[src/rtl/hs_npu_pkg.sv]
// rtl/hs_npu_pkg.sv - shared types for the NPU layer sequencer
// Layer descriptor layout and sequencer state encoding.
package hs_npu_pkg;

   typedef logic [31:0] uword;

   typedef struct packed {
      uword       dim0;
      uword       dim1;
      uword       dim2;
      uword       dim3;
      logic       reuse_inputs;
      logic       reuse_weights;
      logic       save_outputs;
      logic       use_bias;
      logic       use_sum;
      uword       shift_amount;
      logic [3:0] activation_select;
      uword       base_address;
      uword       result_address;
   } layer_desc_t;

   typedef enum logic [2:0] {
      ST_IDLE,
      ST_ISSUE,
      ST_LAUNCH,
      ST_RUN,
      ST_DRAIN
   } seq_state_e;

   // The NPU holds no valid operands before the first layer of a run,
   // so reuse requests on that layer would read stale buffers.
   function automatic layer_desc_t first_layer_view(input layer_desc_t d);
      layer_desc_t r;
      r               = d;
      r.reuse_inputs  = 1'b0;
      r.reuse_weights = 1'b0;
      return r;
   endfunction

endpackage

[src/rtl/hs_npu_desc_fifo.sv]
// rtl/hs_npu_desc_fifo.sv - layer descriptor queue with flush
// Flush wins over push and pop in the same cycle.
module hs_npu_desc_fifo
   import hs_npu_pkg::*;
#(
   parameter int DEPTH = 4
) (
   input  logic        clk,
   input  logic        rst,
   input  logic        push_i,
   input  layer_desc_t data_i,
   input  logic        pop_i,
   input  logic        flush_i,
   output layer_desc_t head_o,
   output logic        full_o,
   output logic        empty_o
);

   localparam int AW = $clog2(DEPTH);

   layer_desc_t   mem_q [DEPTH];
   logic [AW:0]   wr_ptr_q, wr_ptr_d;
   logic [AW:0]   rd_ptr_q, rd_ptr_d;
   logic          do_push;
   logic          do_pop;

   assign empty_o = (wr_ptr_q == rd_ptr_q);
   assign full_o  = (wr_ptr_q[AW] != rd_ptr_q[AW]) &&
                    (wr_ptr_q[AW-1:0] == rd_ptr_q[AW-1:0]);
   assign head_o  = mem_q[rd_ptr_q[AW-1:0]];

   assign do_pop  = pop_i && !empty_o && !flush_i;
   // A pop frees the slot the push lands in, so full-with-pop still accepts.
   assign do_push = push_i && (!full_o || do_pop) && !flush_i;

   always_comb begin
      wr_ptr_d = wr_ptr_q;
      rd_ptr_d = rd_ptr_q;
      if (flush_i) begin
         rd_ptr_d = wr_ptr_q;
      end else begin
         if (do_push) wr_ptr_d = wr_ptr_q + 1'b1;
         if (do_pop)  rd_ptr_d = rd_ptr_q + 1'b1;
      end
   end

   always_ff @(posedge clk or posedge rst) begin
      if (rst) begin
         wr_ptr_q <= '0;
         rd_ptr_q <= '0;
      end else begin
         wr_ptr_q <= wr_ptr_d;
         rd_ptr_q <= rd_ptr_d;
      end
   end

   always_ff @(posedge clk) begin
      if (do_push) mem_q[wr_ptr_q[AW-1:0]] <= data_i;
   end

endmodule

[src/rtl/hs_npu_layer_sequencer.sv]
// rtl/hs_npu_layer_sequencer.sv - queues layer descriptors and issues them to the NPU
// Handshakes one layer at a time, waits for completion, guards with a timeout.
module hs_npu_layer_sequencer
   import hs_npu_pkg::*;
#(
   parameter int QUEUE_DEPTH    = 4,
   parameter int TIMEOUT_CYCLES = 65535
) (
   input  logic        clk,
   input  logic        rst,
   input  logic        desc_valid_i,
   output logic        desc_ready_o,
   input  layer_desc_t desc_i,
   input  logic        start_i,
   input  logic        abort_i,
   output logic        exec_valid_o,
   input  logic        exec_ready_i,
   output layer_desc_t layer_o,
   output logic        busy_o,
   output logic        done_o,
   output logic        error_o,
   output uword        layers_done_o
);

   seq_state_e  state_q, state_d;
   layer_desc_t layer_q, layer_d;
   uword        tcnt_q, tcnt_d;
   uword        layers_q, layers_d;
   logic        error_q, error_d;
   logic        done_q, done_d;
   logic        abort_pend_q, abort_pend_d;
   logic        ready_en_q;

   layer_desc_t fifo_head;
   logic        fifo_full;
   logic        fifo_empty;
   logic        fifo_push;
   logic        fifo_pop;
   logic        fifo_flush;
   logic        handshake;
   logic        timed_out;

   hs_npu_desc_fifo #(
      .DEPTH (QUEUE_DEPTH)
   ) u_fifo (
      .clk     (clk),
      .rst     (rst),
      .push_i  (fifo_push),
      .data_i  (desc_i),
      .pop_i   (fifo_pop),
      .flush_i (fifo_flush),
      .head_o  (fifo_head),
      .full_o  (fifo_full),
      .empty_o (fifo_empty)
   );

   assign desc_ready_o  = ready_en_q && !fifo_full;
   assign fifo_push     = desc_valid_i && desc_ready_o;
   assign exec_valid_o  = (state_q == ST_ISSUE);
   assign handshake     = exec_valid_o && exec_ready_i;
   assign timed_out     = (tcnt_q == uword'(TIMEOUT_CYCLES));
   assign layer_o       = layer_q;
   assign busy_o        = (state_q != ST_IDLE);
   assign done_o        = done_q;
   assign error_o       = error_q;
   assign layers_done_o = layers_q;

   always_comb begin
      state_d      = state_q;
      layer_d      = layer_q;
      tcnt_d       = '0;
      layers_d     = layers_q;
      error_d      = error_q;
      done_d       = 1'b0;
      abort_pend_d = abort_pend_q;
      fifo_pop     = 1'b0;
      fifo_flush   = 1'b0;

      case (state_q)
         ST_IDLE: begin
            abort_pend_d = 1'b0;
            if (start_i) begin
               error_d  = 1'b0;
               layers_d = '0;
               if (fifo_empty) begin
                  done_d = 1'b1;
               end else begin
                  state_d = ST_ISSUE;
                  layer_d = first_layer_view(fifo_head);
               end
            end
         end

         ST_ISSUE: begin
            // Once the NPU has taken the layer it must be allowed to finish,
            // so a coincident abort is handled as an abort of a running layer.
            if (handshake) begin
               fifo_pop = 1'b1;
               state_d  = ST_LAUNCH;
               if (abort_i) begin
                  fifo_flush   = 1'b1;
                  abort_pend_d = 1'b1;
               end
            end else if (abort_i) begin
               fifo_flush = 1'b1;
               state_d    = ST_IDLE;
            end
         end

         ST_LAUNCH: begin
            tcnt_d  = tcnt_q + 1'b1;
            state_d = ST_RUN;
            if (abort_i) begin
               fifo_flush   = 1'b1;
               abort_pend_d = 1'b1;
            end
         end

         ST_RUN: begin
            tcnt_d = tcnt_q + 1'b1;
            if (abort_i) begin
               fifo_flush   = 1'b1;
               abort_pend_d = 1'b1;
            end
            if (exec_ready_i) begin
               layers_d = layers_q + 1'b1;
               if (abort_i || abort_pend_q || fifo_empty) begin
                  state_d = ST_DRAIN;
                  done_d  = 1'b1;
               end else begin
                  state_d = ST_ISSUE;
                  layer_d = fifo_head;
               end
            end else if (timed_out) begin
               error_d    = 1'b1;
               fifo_flush = 1'b1;
               state_d    = ST_IDLE;
            end
         end

         ST_DRAIN: begin
            abort_pend_d = 1'b0;
            state_d      = ST_IDLE;
         end

         default: begin
            state_d = ST_IDLE;
         end
      endcase
   end

   always_ff @(posedge clk or posedge rst) begin
      if (rst) begin
         state_q      <= ST_IDLE;
         layer_q      <= '0;
         tcnt_q       <= '0;
         layers_q     <= '0;
         error_q      <= 1'b0;
         done_q       <= 1'b0;
         abort_pend_q <= 1'b0;
         ready_en_q   <= 1'b0;
      end else begin
         state_q      <= state_d;
         layer_q      <= layer_d;
         tcnt_q       <= tcnt_d;
         layers_q     <= layers_d;
         error_q      <= error_d;
         done_q       <= done_d;
         abort_pend_q <= abort_pend_d;
         ready_en_q   <= 1'b1;
      end
   end

endmodule

[config.mk]
export PLATFORM = sky130hd
export DESIGN_NAME = hs_npu_layer_sequencer
export DESIGN_NICKNAME = d
export VERILOG_FILES = /design/src/rtl/hs_npu_pkg.sv /design/src/rtl/hs_npu_desc_fifo.sv /design/src/rtl/hs_npu_layer_sequencer.sv
export SDC_FILE = /design/constraint.sdc
export NUM_CORES = 1
export LEC_CHECK = 0
export CORE_MARGIN = 1
export CORE_UTILIZATION = 58
export CTS_BUF_LIST = sky130_fd_sc_hd__clkbuf_4 sky130_fd_sc_hd__clkbuf_8
export DETAILED_ROUTE_END_ITERATION = 16
export MAX_ROUTING_LAYER = met4
export PLACE_DENSITY = 0.86
export SETUP_SLACK_MARGIN = 0.5
export SYNTH_ARGS = -nofsm -noshare
export SYNTH_HDL_FRONTEND = slang
export SYNTH_HIERARCHICAL = 1
export SYNTH_SLANG_ARGS = --single-unit
[constraint.sdc]
create_clock -name clk -period 13.9 [get_ports clk]
set_input_delay 2.78 -clock clk [delete_from_list [all_inputs] [get_ports clk]]
set_output_delay 2.78 -clock clk [all_outputs]
set_load 0.02 [all_outputs]
Word level (Yosys, flattened, before mapping)
Memory sizes are Yosys's and may differ from the RTL's.
Index checks and enable logic that the tools add are counted.
{"block": "totals", "ff_bits": 310, "ram_bits": 932, "inputBits": 239, "out_inout_bits": 270, "mem_count": 1}
{"block": "op_classes", "add_sub_neg": 4, "eq_ne": 17, "n_mux": 39, "n_bitwise": 1, "reduce_logical": 28}
{"memory": "u_fifo.mem_q", "depth": 4, "word_bits": 233, "rd": 1, "rd_clocked_by_memory_dff": 0, "write_ports": 1, "line_no": "hs_npu_desc_fifo.sv:21", "rtl": "layer_desc_t mem_q [DEPTH];"}
{"operator": "$mux 233", "n": 4}
{"operator": "$pmux 233 s2", "n": 1}
{"operator": "$mux 32", "n": 3}
{"operator": "$add 32x1->32 const B", "n": 2}
{"operator": "$pmux 32 s2", "n": 1}
{"operator": "$eq 32x16->1 const B", "n": 1}
{"operator": "$mux 3", "n": 9}
{"operator": "$mux 1", "n": 16}
{"operator": "$ne 2x2->1 const B", "n": 6}
{"operator": "$pmux 3 s4", "n": 1}
{"operator": "$logic_and 1x1->1", "n": 8}
{"operator": "$reduce_and 4->1", "n": 2}
{"operator": "$add 3x1->3 const B", "n": 2}
{"operator": "$eq 3x2->1 const B", "n": 2}
{"operator": "$pmux 1 s2", "n": 3}
{"operator": "$reduce_bool 3->1", "n": 2}
{"operator": "$reduce_or 2->1", "n": 3}
{"operator": "$reduce_and 5->1", "n": 1}
{"operator": "$reduce_and 2->1", "n": 2}
{"operator": "$reduce_bool 2->1", "n": 2}
{"operator": "$eq 3x1->1 const B", "n": 1}
{"operator": "$eq 3x3->1", "n": 1}
{"operator": "$eq 3x3->1 const B", "n": 1}
{"operator": "$logic_not 1->1", "n": 3}
{"operator": "other kinds (10)", "n": 12}

Logic depth before layout (Yosys ltp)
Gate-level depths: netlist (run 1).
{"block": "depth", "ltp_word": 11, "ltp_mapped": 9, "mapped_depth_nobuf": 8}

Modules after synthesis
Netlist (run 1), hierarchy kept.
{"module": "hs_npu_desc_fifo", "instances": 1, "cells_per_inst": 1280, "area_each_um2": 34187.8, "seq_area_each_um2": 28137.0}
{"module": "hs_npu_layer_sequencer", "instances": 1, "cells_per_inst": 882, "area_each_um2": 12304.3, "seq_area_each_um2": 7607.3}

Worst setup path after synthesis (run 1)
No wires, ideal clock.
{"block": "synth_timing", "kind": "input-to-reg", "from": "input port exec_ready_i", "to": "memory u_fifo/mem_q[1][0] in the netlist's numbering, enable pin", "arrival_ps": 8987, "setup_slack_ps": 4290, "cell_stages": 6, "cell_sequence": "clkbuf_1 or3b_2 nand2_1 nand2b_1 a41oi_2 and2_1"}
{"item": "from (decl)", "line_no": "hs_npu_layer_sequencer.sv:17", "rtl": "input logic exec_ready_i,"}
{"item": "$mux 1 (*)", "line_no": "hs_npu_layer_sequencer.sv:125", "rtl": "if (exec_ready_i) begin"}
{"item": "$pmux 1 s2 (*)", "line_no": "hs_npu_layer_sequencer.sv:79", "rtl": "case (state_q)"}
{"item": "via fifo_flush", "line_no": "hs_npu_layer_sequencer.sv:39", "rtl": "logic fifo_flush;"}
{"item": "$logic_not 1->1 (*)", "line_no": "hs_npu_desc_fifo.sv:32, hs_npu_desc_fifo.sv:34"}
{"item": "$logic_and 1x1->1", "line_no": "hs_npu_desc_fifo.sv:32", "rtl": "assign do_pop = pop_i && !empty_o && !flush_i;"}
{"item": "$logic_or 1x1->1", "line_no": "hs_npu_desc_fifo.sv:34", "rtl": "assign do_push = push_i && (!full_o || do_pop) && !flush_i;"}
{"item": "$logic_and 1x1->1", "line_no": "hs_npu_desc_fifo.sv:34"}
{"item": "$logic_and 1x1->1 (*)", "line_no": "hs_npu_desc_fifo.sv:34"}
{"item": "$mux 1 (*)", "line_no": "hs_npu_desc_fifo.sv:58", "rtl": "if (do_push) mem_q[wr_ptr_q[AW-1:0]] <= data_i;"}
{"item": "$mux 1 (implied by the code) (*)", "line_no": "hs_npu_desc_fifo.sv:58"}
{"item": "to (decl)", "line_no": "hs_npu_desc_fifo.sv:21"}
The timed path passes the listed nets; every way through them passes the cells marked *.

Worst setup path after layout (run 1)
{"block": "layout_timing", "from": "input port abort_i", "to": "memory u_fifo/mem_q[0][176] in the netlist's numbering, enable pin"}
{"block": "layout_between", "elab_chain_cells": 11}
{"item": "from (decl)", "line_no": "hs_npu_layer_sequencer.sv:15", "rtl": "input logic abort_i,"}
{"item": "$mux 1 (*)"}
{"item": "$mux 1", "line_no": "hs_npu_layer_sequencer.sv:134", "rtl": "end else if (timed_out) begin"}
{"item": "$mux 1", "line_no": "hs_npu_layer_sequencer.sv:125"}
{"item": "$pmux 1 s2 (*)", "line_no": "hs_npu_layer_sequencer.sv:79"}
{"item": "via fifo_flush", "line_no": "hs_npu_layer_sequencer.sv:39"}
{"item": "$logic_not 1->1 (*)", "line_no": "hs_npu_desc_fifo.sv:32, hs_npu_desc_fifo.sv:34"}
{"item": "$logic_and 1x1->1", "line_no": "hs_npu_desc_fifo.sv:32"}
{"item": "$logic_or 1x1->1", "line_no": "hs_npu_desc_fifo.sv:34"}
{"item": "$logic_and 1x1->1", "line_no": "hs_npu_desc_fifo.sv:34"}
{"item": "$logic_and 1x1->1 (*)", "line_no": "hs_npu_desc_fifo.sv:34"}
{"item": "$mux 1 (*)", "line_no": "hs_npu_desc_fifo.sv:58"}
{"item": "$mux 1 (implied by the code) (*)", "line_no": "hs_npu_desc_fifo.sv:58"}
Marks and branches as above.

==> results of run 1 <==
[worst paths after layout]
| path | startpoint | cells after the start | to | slack (ns) |
|---|---|---|---|---|
| setup / recovery | abort_i | 9 | u_fifo/mem_q[0][176]$_DFFE_PP_ | 7.30 |
| hold / removal | layer_o[201]$_DFFE_PP0P_ | 1 | layer_o[201]$_DFFE_PP0P_ | 0.49 |
| setup reg to reg | u_fifo/rd_ptr_q[1]$_DFFE_PP0P_ | 10 | u_fifo/mem_q[0][176]$_DFFE_PP_ | 8.54 |
| hold reg to reg | layer_o[201]$_DFFE_PP0P_ | 1 | layer_o[201]$_DFFE_PP0P_ | 0.49 |
| max in group asynchronous | rst | 3 | layer_o[190]$_DFFE_PP0P_ | 9.75 |
| min in group asynchronous | rst | 2 | u_fifo/wr_ptr_q[1]$_DFFE_PP0P_ | 2.39 |
[metal layers]
layer	up-vias	global-route usage (%)	share of wire (%)	wire length (µm)
met5	-	-	0	0
met4	0	8.717	2.4	2438
met3	172	7.960	9.1	9213
met2	1082	42.57	52	53040
met1	12121	31.13	36	36720
li1	10018	-	-	-
[through the flow]
stage                     cells  worst slack (ns)
after floorplan            2162             2.717
after global placement     3650             6.648
after detailed placement   3650             6.467
after CTS                  4004             7.348
after global routing       4023             7.031
final                      4025             7.299
[logic make-up (layout without fill, tap and decap cells)]
group                      after synthesis  count (layout)  synth area share, %
DFF                                   1242            1242                76.88
muxes                                  465             465                16.91
and+or+nand+nor                        236             236                2.723
buffers and inverters                  108             900                1.434
xor gates and xnor gates                60              60                1.179
AOI/OAI and AO/OA                       43              43               0.6782
adders and majority gates                7               7               0.1884
other                                    1              22             0.008066
[critical path, stage by stage]
cell and delay (ns):
clkdlybuf4s50_1 0.48, nor2b_1 0.19, o21ai_0 0.13, nand2_1 0.27, nand2b_1 0.27, a41oi_2 0.33
and2_4 0.84, buf_4 0.91, buf_4 0.63
[synth_stat cells (2+ instances only)]
| cell type | count | share of area [%] |
|---|---|---|
| mux2_1 | 15 | 0.36 |
| and3_1 | 7 | 0.094 |
| or3b_2 | 3 | 0.057 |
| dfrtp_1 | 310 | 17 |
| nor3_1 | 11 | 0.12 |
| xnor2_2 | 2 | 0.070 |
| and2_1 | 15 | 0.20 |
| and4_1 | 5 | 0.094 |
| nand3_1 | 31 | 0.33 |
| nand4_1 | 30 | 0.40 |
| clkbuf_1 | 11 | 0.089 |
| o311ai_0 | 3 | 0.057 |
| xor2_1 | 42 | 0.79 |
| edfxtp_1 | 932 | 60 |
| or3_1 | 6 | 0.081 |
| o211ai_1 | 2 | 0.032 |
| nor4_1 | 10 | 0.13 |
| nor2_1 | 65 | 0.52 |
| inv_1 | 15 | 0.12 |
| mux4_2 | 233 | 11 |
| ha_1 | 7 | 0.19 |
| a21oi_1 | 7 | 0.075 |
| buf_2 | 29 | 0.31 |
| xnor2_1 | 15 | 0.28 |
| o31ai_1 | 3 | 0.048 |
| o21ai_0 | 12 | 0.13 |
| a21o_1 | 2 | 0.032 |
| buf_4 | 46 | 0.74 |
| buf_6 | 7 | 0.17 |
| mux2_2 | 217 | 5.3 |
| nand2_1 | 33 | 0.27 |
| nor2b_1 | 7 | 0.094 |
| nor3b_1 | 2 | 0.032 |
[layout by cell type, fill, tap and decap left out, types with 7 or more instances in the layout]
cell type / instances
a21oi_1: 7
and2_1: 11
and3_1: 7
buf_4: 18
clkbuf_4: 85
clkbuf_8: 216
clkdlybuf4s50_1: 508
clkinv_1: 19
clkinv_2: 21
dfrtp_1: 308
diode_2: 21
edfxtp_1: 932
ha_1: 7
inv_1: 14
mux2_1: 15
mux2_2: 217
mux4_2: 233
nand2_1: 33
nand3_1: 31
nand4_1: 30
nor2_1: 65
nor2b_1: 7
nor3_1: 11
nor4_1: 10
o21ai_0: 12
xnor2_1: 15
xor2_1: 42
[power groups by stage]
stage                     Clock (W)  Sequential [W]  Combinational [W]
after floorplan                   0         0.00548            0.00191
after global placement            0         0.00510            0.00347
after detailed placement          0         0.00515            0.00358
after CTS                   0.00314         0.00510            0.00362
after global routing        0.00330         0.00515            0.00377
final                       0.00309         0.00509            0.00358
[state kept, by name (all words and copies together) (netlist names)]
signal	cells
done_o	1
u_fifo/wr_ptr_q	3
state_q	3
abort_pend_q	1
tcnt_q	32
layer_o	233
ready_en_q	1
layers_done_o	32
error_o	1
u_fifo/rd_ptr_q	3
u_fifo/mem_q	932
[cell type report]
class	count	area share, %
sequential	1242	63.19
inverter	15	0.1128
tap	1050	2.322
antenna	21	0.09288
clock buffer	301	6.382
timing repair buffer	531	9.402
multi-input combinational	812	17.83
clock inverter	53	0.6678
==> metrics, run 1 <==
status finished clean; kind of critical path in -> reg; total CTS buffers 187; DP HPWL 60.71 mm; dpl cell area 52540 µm²; core area 79130 µm²; Sw Ratio 30.36%; num ports 509; RSZ-0062 raised after global routing no; Mean Syn Cell Area 21.50 µm²; Hold Crit Class reg -> reg; Post-synth EDFFs 932; worst-margin pin slew 1.228 ns; Unique masters post-synth 60; synthesized area 46490 µm²; antenna-violating nets left 0; Vias per Instance 5.812; cells after synthesis 2162; CTS tree built; #FFs+latches synth 1242; final worst clock skew 0.04738 ns; layout cell share with drive strength beyond 1 28.13%; Initial Utilization 58.76%; smallest hold slack 0.4854 ns; average wire per standard cell 25.20 µm; Longest Clk Path Bufs 3; Achievable Freq 0.1515 GHz; initial antenna violation count 19; max-cap violation count 0; fin nets 3035; post-CTS sizing 0; GRT Total Usage 26.10%; Placer Congestion 0.8832; max-slew violation count 0; Clock Pin Slew Worst Setup and Hold Paths 0.06 ns; PortBufs 508; DRT iter0 DRCs 2062; die area 81300 µm²; Post-route DRC 0; first-pass GRT wire length 153.9 mm; Root Buffer clkbuf_8; Slew HR 17.48%; Crit. End Element flip-flop; Register Area 35750 µm²; area of the multi-input gates 10090 µm²; Leak 19.63 nW; Comb power frac 30.5%; Crit Path Max Fanout 68; Worst-Skew Late Latency 0.82 ns; pin count of the biggest net entering global routing 129; syn_nets 2408; Max VDD drop 150.2 µV; CTS Sinks 1242; Internal Power 0.008189 W; hold_buf cts 0; post-synthesis sequential area ratio 76.88%; Die Span Y 285.1 µm; Critical Path AT 7.02 ns; sequential power share 43.3%; final worst path period need 6.601 ns; drt pass-1 iters 5; Finished Core Util 71.51%; power density cells 207.8 nW/µm²; Synth async-reset ratio 24.96%; Die Wd 285.1 µm; fin area 56580 µm²; Startpoint Class input port; Setup-failing EPs final 0; Syn. warnings 6; final setup TNS 0 ns; part of the power in the clock network 26.2%; Critical Path RT 14.32 ns; final wirelength 101.4 mm; ys flop type edfxtp_1; Area growth syn-to-layout 21.70%; fillers 4317; grt ovf 0; num rows 103; H-tree Lvls 4; vias in the first global route 25524; post-CTS setup buffers 0; period utilization 47.49%; Final Power 0.01176 W; NetSw 0.003569 W; Hold Vio Cnt, Final 0; DR vias 23393
Power figures use the tool's default switching activity.
==> run 2: changes to the inputs <==
==> constraint.sdc (replaced) <==
create_clock -name clk -period 6.2 [get_ports clk]
set_input_delay 1.24 -clock clk [delete_from_list [all_inputs] [get_ports clk]]
set_output_delay 1.24 -clock clk [all_outputs]
set_load 0.02 [all_outputs]
==> run 2 against run 1 <==
  * Worst setup slack lost 5.6 ns
  * Utilization grew 0.45 points
  * Sequential share of layout area shrank 0.39 points
  * Wire length is essentially flat
  * Via count grew 1.2%
  * Largest power group unchanged
  * Critical endpoint is now desc_ready_o
  * Non-clock buffer count grew 17
  * Register-to-register slack lost 6.4 ns
==> metrics, run 2 (synthesis gave the netlist of run 1 again) <==
status finished clean; DP HPWL 61.78 mm (+1.8%); RSZ-0062 raised after global routing no; post-CTS sizing 0 (unchanged); Initial Utilization 58.76% (unchanged); final worst clock skew 0.05527 ns (+0.007888 ns); Clock Pin Slew Worst Setup and Hold Paths 0.06 ns (about the same); layout cell share with drive strength beyond 1 28.32% (+0.19 points); GR Util met2 40.50% (-2.1 points); Vias per Instance 5.841 (+0.50%); met1 GRT Util 30.97% (-0.17 points); Hold Crit Class reg -> reg; Achievable Freq 0.2246 GHz; Startpoint Class flip-flop; met3 GRT Util 8.064% (+0.10 points); Critical Path AT 3.21 ns (-3.81 ns); CTS tree built; Setup-failing EPs final 0 (unchanged); first-pass GRT wire length 152.1 mm (-1.2%); final setup TNS 0 ns (unchanged); Final Power 0.02648 W (+130%); number of flip-flops under the largest register name 932 (unchanged); H-tree Lvls 4 (unchanged); max-cap violation count 0 (unchanged); hold_buf cts 0 (unchanged); Post-route DRC 0 (unchanged); Die Span Y 285.1 µm (unchanged); commonest non-fill, non-tap cell in the layout edfxtp_1; kind of critical path reg -> out; Worst-Skew Late Latency 0.83 ns (about the same); CTS Sinks 1242 (unchanged); power density cells 465.0 nW/µm² (+120%); DRT iter0 DRCs 1828 (-11%); antenna-violating nets left 0 (unchanged); worst-margin pin slew 1.175 ns (-0.05349 ns); busiest layer in global routing met2; Root Buffer clkbuf_8; DR vias 23673 (+1.2%); grt ovf 0 (unchanged); Longest Clk Path Bufs 3 (unchanged); core area 79130 µm² (unchanged); Hold Vio Cnt, Final 0 (unchanged); fillers 4404 (+2.0%); final worst path period need 4.453 ns; num rows 103 (unchanged); Leak 19.75 nW (+0.61%); average wire per standard cell 25.00 µm (-0.76%); num ports 509 (unchanged); vias in the first global route 25334 (-0.74%); period utilization 71.82%; fin nets 3051 (+0.53%); pin count of the biggest net entering global routing 156 (+21%); PortBufs 508 (unchanged); Placer Congestion 0.8841 (+0.10%); initial antenna violation count 31 (+12); max-slew violation count 0 (unchanged); Die Wd 285.1 µm (unchanged); Max VDD drop 415.1 µV (+180%); Area growth syn-to-layout 22.46%; Critical Path RT 4.96 ns (-9.36 ns); Crit. End Element output port; total CTS buffers 186 (-0.53%); drt pass-1 iters 7 (+2); Crit Path Max Fanout 67 (-1.5%); die area 81300 µm² (unchanged); Slew HR 21.07% (+3.6 points); Final WS setup 1.747 ns (-5.551 ns); most frequent cells in the layout edfxtp_1 (932), clkdlybuf4s50_1 (508), dfrtp_1 (308), mux4_2 (233), mux2_2 (217); post-CTS setup buffers 0 (unchanged); DP Worst Slack 1.691 ns (-4.776 ns); final wirelength 101.3 mm (about the same); GRT Total Usage 25.83% (-0.27 points)
-- run 2: changes by cell type in the layout (fill, tap and decap cells not counted), sizes merged --
cell and change:
clkinv -6, inv +3, buf +17, bufinv +1, diode +12, clkbuf -1, clkinvlp +2
-- run 2: critical path: stages (launching register included) --
cell and delay (ns):
dfrtp_4 1.09, xnor2_2 0.27, nand2_1 0.12, nor2_1 0.05, nor2b_1 0.16, clkdlybuf4s50_1 0.69
-- run 2: routing by layer --
layer  share of wire (%)  vias to the layer above
li1                    -                    10063
met1                  37                    12351
met2                  51                     1030
met3                 8.5                      229
met4                 3.9                        0
met5                   0                        -
-- run 2: layout make-up --
class                           instances  area, µm²  area share (%)
Inverter                               15      60.06          0.1055
Timing Repair Buffer                  548       5623           9.876
Clock buffer                          300       3578           6.285
Tap cell                             1050       1314           2.307
Multi-Input combinational cell        812      10090           17.72
Antenna cell                           33      82.58          0.1450
Sequential cell                      1242      35750           62.79
Clock inverter                         53      435.4          0.7648
-- run 2: path summary, 6_finish.rpt --
| path | start | slack (ns) | depth (start not counted) | endpoint |
|---|---|---|---|---|
| max reg2reg | tcnt_q[9]$_DFF_PP0_ | 2.19 | 9 | u_fifo/mem_q[0][49]$_DFFE_PP_ |
| max | u_fifo/rd_ptr_q[1]$_DFFE_PP0P_ | 1.75 | 5 | desc_ready_o |
| max in group asynchronous | rst | 4.17 | 3 | layer_o[190]$_DFFE_PP0P_ |
| min | layer_o[201]$_DFFE_PP0P_ | 0.48 | 1 | layer_o[201]$_DFFE_PP0P_ |
| min reg2reg | layer_o[201]$_DFFE_PP0P_ | 0.48 | 1 | layer_o[201]$_DFFE_PP0P_ |
| min in group asynchronous | rst | 0.84 | 2 | u_fifo/rd_ptr_q[1]$_DFFE_PP0P_ |
-- run 2: power breakdown --
part	total, W	switching [W]	internal [W]
registers	0.0114	0.000902	0.0105
clock network	0.00697	0.00315	0.00383
logic	0.00810	0.00400	0.00411
total	0.0265	0.00804	0.0184
-- run 2: per-stage QoR --
stage	instance area, µm²	util, %	instances	hold WS, ns
floorplan	46500	-	2162	0.4610
global placement	52840	66.78	3667	0.4693
detailed placement	52840	66.78	3667	0.4777
CTS	56850	71.85	4020	0.4869
global route	56930	71.95	4051	0.5005
finish	56940	71.95	4053	0.4825
==> variant: new RTL, config.mk and constraints of run 1 <==
`QUEUE_DEPTH`: 4 -> 2.
--- a/src/rtl/hs_npu_layer_sequencer.sv
+++ b/src/rtl/hs_npu_layer_sequencer.sv
@@ -3,7 +3,7 @@
 module hs_npu_layer_sequencer
    import hs_npu_pkg::*;
 #(
-   parameter int QUEUE_DEPTH    = 4,
+   parameter int QUEUE_DEPTH    = 2,
    parameter int TIMEOUT_CYCLES = 65535
 ) (
    input  logic        clk,
Function: not settled (the Yosys comparison gave no result); the edit may change what the design does.
==> variant against run 1 <==
Sequential cell count shrank 468. Routed wire length shrank 32%. Global-route usage is 1.5 points higher. Power fell by 31%. Combinational power decreased by 24%. Worst setup slack got worse by 0.22 ns. Design area down 33%. Area after synthesis fell by 37%. Largest cell class unchanged. Largest power group unchanged.
==> variant: results (changes against run 1) <==
Logic synthesis
  – Commonest cells post-synth: edfxtp_1, mux2_1, dfrtp_1
  – Mux cell area share after synthesis: 17.9% (+0.96 points)
  – EDFF count, synth: 466 (-50%)
  – Main area contributors after synthesis: edfxtp_1, dfrtp_1, mux2_1
  – Synth Instances: 1629 (-25%)
  – Register area share after synthesis: 73.9% (-3.0 points)
  – Post-synthesis xor/xnor area fraction: 1.73% (+0.55 points)
  – Synth Area in Compound Gates: 0.865% (+0.19 points)
  – Fraction of registers with async set/reset: 39.8% (+15 points)
  – Synth Area in Adders: 0.0852% (-0.10 points)

Timing
  – Setup WS post-layout: 7.08 ns (-0.217 ns)
  – Hold Slack: 0.484 ns (-0.00140 ns)
  – Final Skew: 0.0303 ns (-0.0171 ns)
  – Worst-margin pin slew: 1.23 ns (-0.00332 ns)

Worst setup path
  – Worst reg2reg setup slack: 8.86 ns (+0.32 ns)
  – R2r endpoint: layer_o[1]$_DFFE_PP0P_
  – CP startpoint: start_i
  – Worst r2r path cells: 7 (-3)
  – Worst path arrival time: 7.37 ns (+0.35 ns)
  – Worst-path fanout max: 64 (-5.9%)
  – CP endpoint: layer_o[1]$_DFFE_PP0P_
  – Reg-to-Reg Start: state_q[0]$_DFFE_PP0P_

Cells and area
  – Ratio of cells with drive above 1 in the final layout: 14.0% (-14 points)
  – Layout Nets: 2443 (-20%)

GRT
  – Vias in the first global route: 17500 (-31%)
  – Gr usage total: 27.6% (+1.5 points)
  – First-pass GRT wire length: 103 mm (-33%)
  – Largest net degree at the start of global routing: 170 (+32%)

Clock tree
  – Clock transition at path regs: 0.06 ns (about the same)
  – CTS H-tree lvls: 3 (-1)

Run status
  – Outcome: finished clean

Placed design
  – Area after DPL: 35000 sq um (-33%)
  – DP Worst Slack: 6.27 ns (-0.195 ns)
  – GPL Wtd Cong: 0.849 (-3.9%)
  – DP HPWL: 41.5 mm (-32%)
  – Placed Cells: 2755 (-25%)

Power
  – Pint: 5.49 mW (-33%)
  – Worst VDD drop: 0.159 mV (+5.9%)
  – Leakage: 14.0 nW (-29%)

Routing
  – Detailed Routing Iterations Pass 1: 7 (+2)
  – Vias/cell: 5.50 (-5.4%)
  – Total Routed Length: 69.2 mm (-32%)
  – DR WL/cell: 23.1 um (-8.4%)

Hold path
  – End of the worst hold path: layer_o[116]$_DFFE_PP0P_
  – Hold path depth: 1 (unchanged)
  – Hold Crit Start: layer_o[116]$_DFFE_PP0P_
==> variant: cell count changes after synthesis, moves of 9 or more <==
| cell | change |
|---|---|
| nor2_1 | +10 |
| buf_8 | +11 |
| nand2_1 | -13 |
| buf_4 | -40 |
| mux2_2 | -138 |
| and3_1 | +9 |
| edfxtp_1 | -466 |
| mux2_1 | +372 |
| mux4_2 | -233 |
| and2_1 | -9 |
==> variant: layout make-up <==
| class | count | area [sq um] |
|---|---|---|
| multi-input cells | 779 | 7160 |
| inverters | 9 | 41.3 |
| well taps | 672 | 841 |
| diodes | 20 | 50.0 |
| fillers | 2777 | 12400 |
| clock inverters | 23 | 302 |
| repair buffers | 521 | 5220 |
| clock buffers | 199 | 2350 |
| flip-flops and latches | 774 | 21700 |
==> variant: critical path, cell delays in order <==
cell	delay, ns
clkdlybuf4s50_1	0.49
and3_1	0.97
a21oi_2	0.14
nor2_8	0.85
buf_4	0.80
buf_4	0.86
mux2_2	0.43
==> variant: power by group through the flow <==
| stage | clock network [mW] | registers, mW | logic, mW |
|---|---|---|---|
| 3_5_place_dp | 0 | 3.37 | 2.69 |
| 5_1_grt | 2.19 | 3.40 | 2.85 |
| 3_3_place_gp | 0 | 3.33 | 2.60 |
| 4_1_cts | 2.09 | 3.35 | 2.74 |
| 2_1_floorplan | 0 | 3.76 | 1.18 |
| 6_report | 2.06 | 3.35 | 2.71 |
==> variant: layer usage <==
metal | GRT usage, % | vias to the layer above | part of all wire, %
met4 | 11.0 | 0 | 3.2
met3 | 10.3 | 129 | 9.7
met5 | - | - | 0
met2 | 43.4 | 703 | 50
met1 | 32.2 | 8355 | 38
li1 | - | 7294 | -
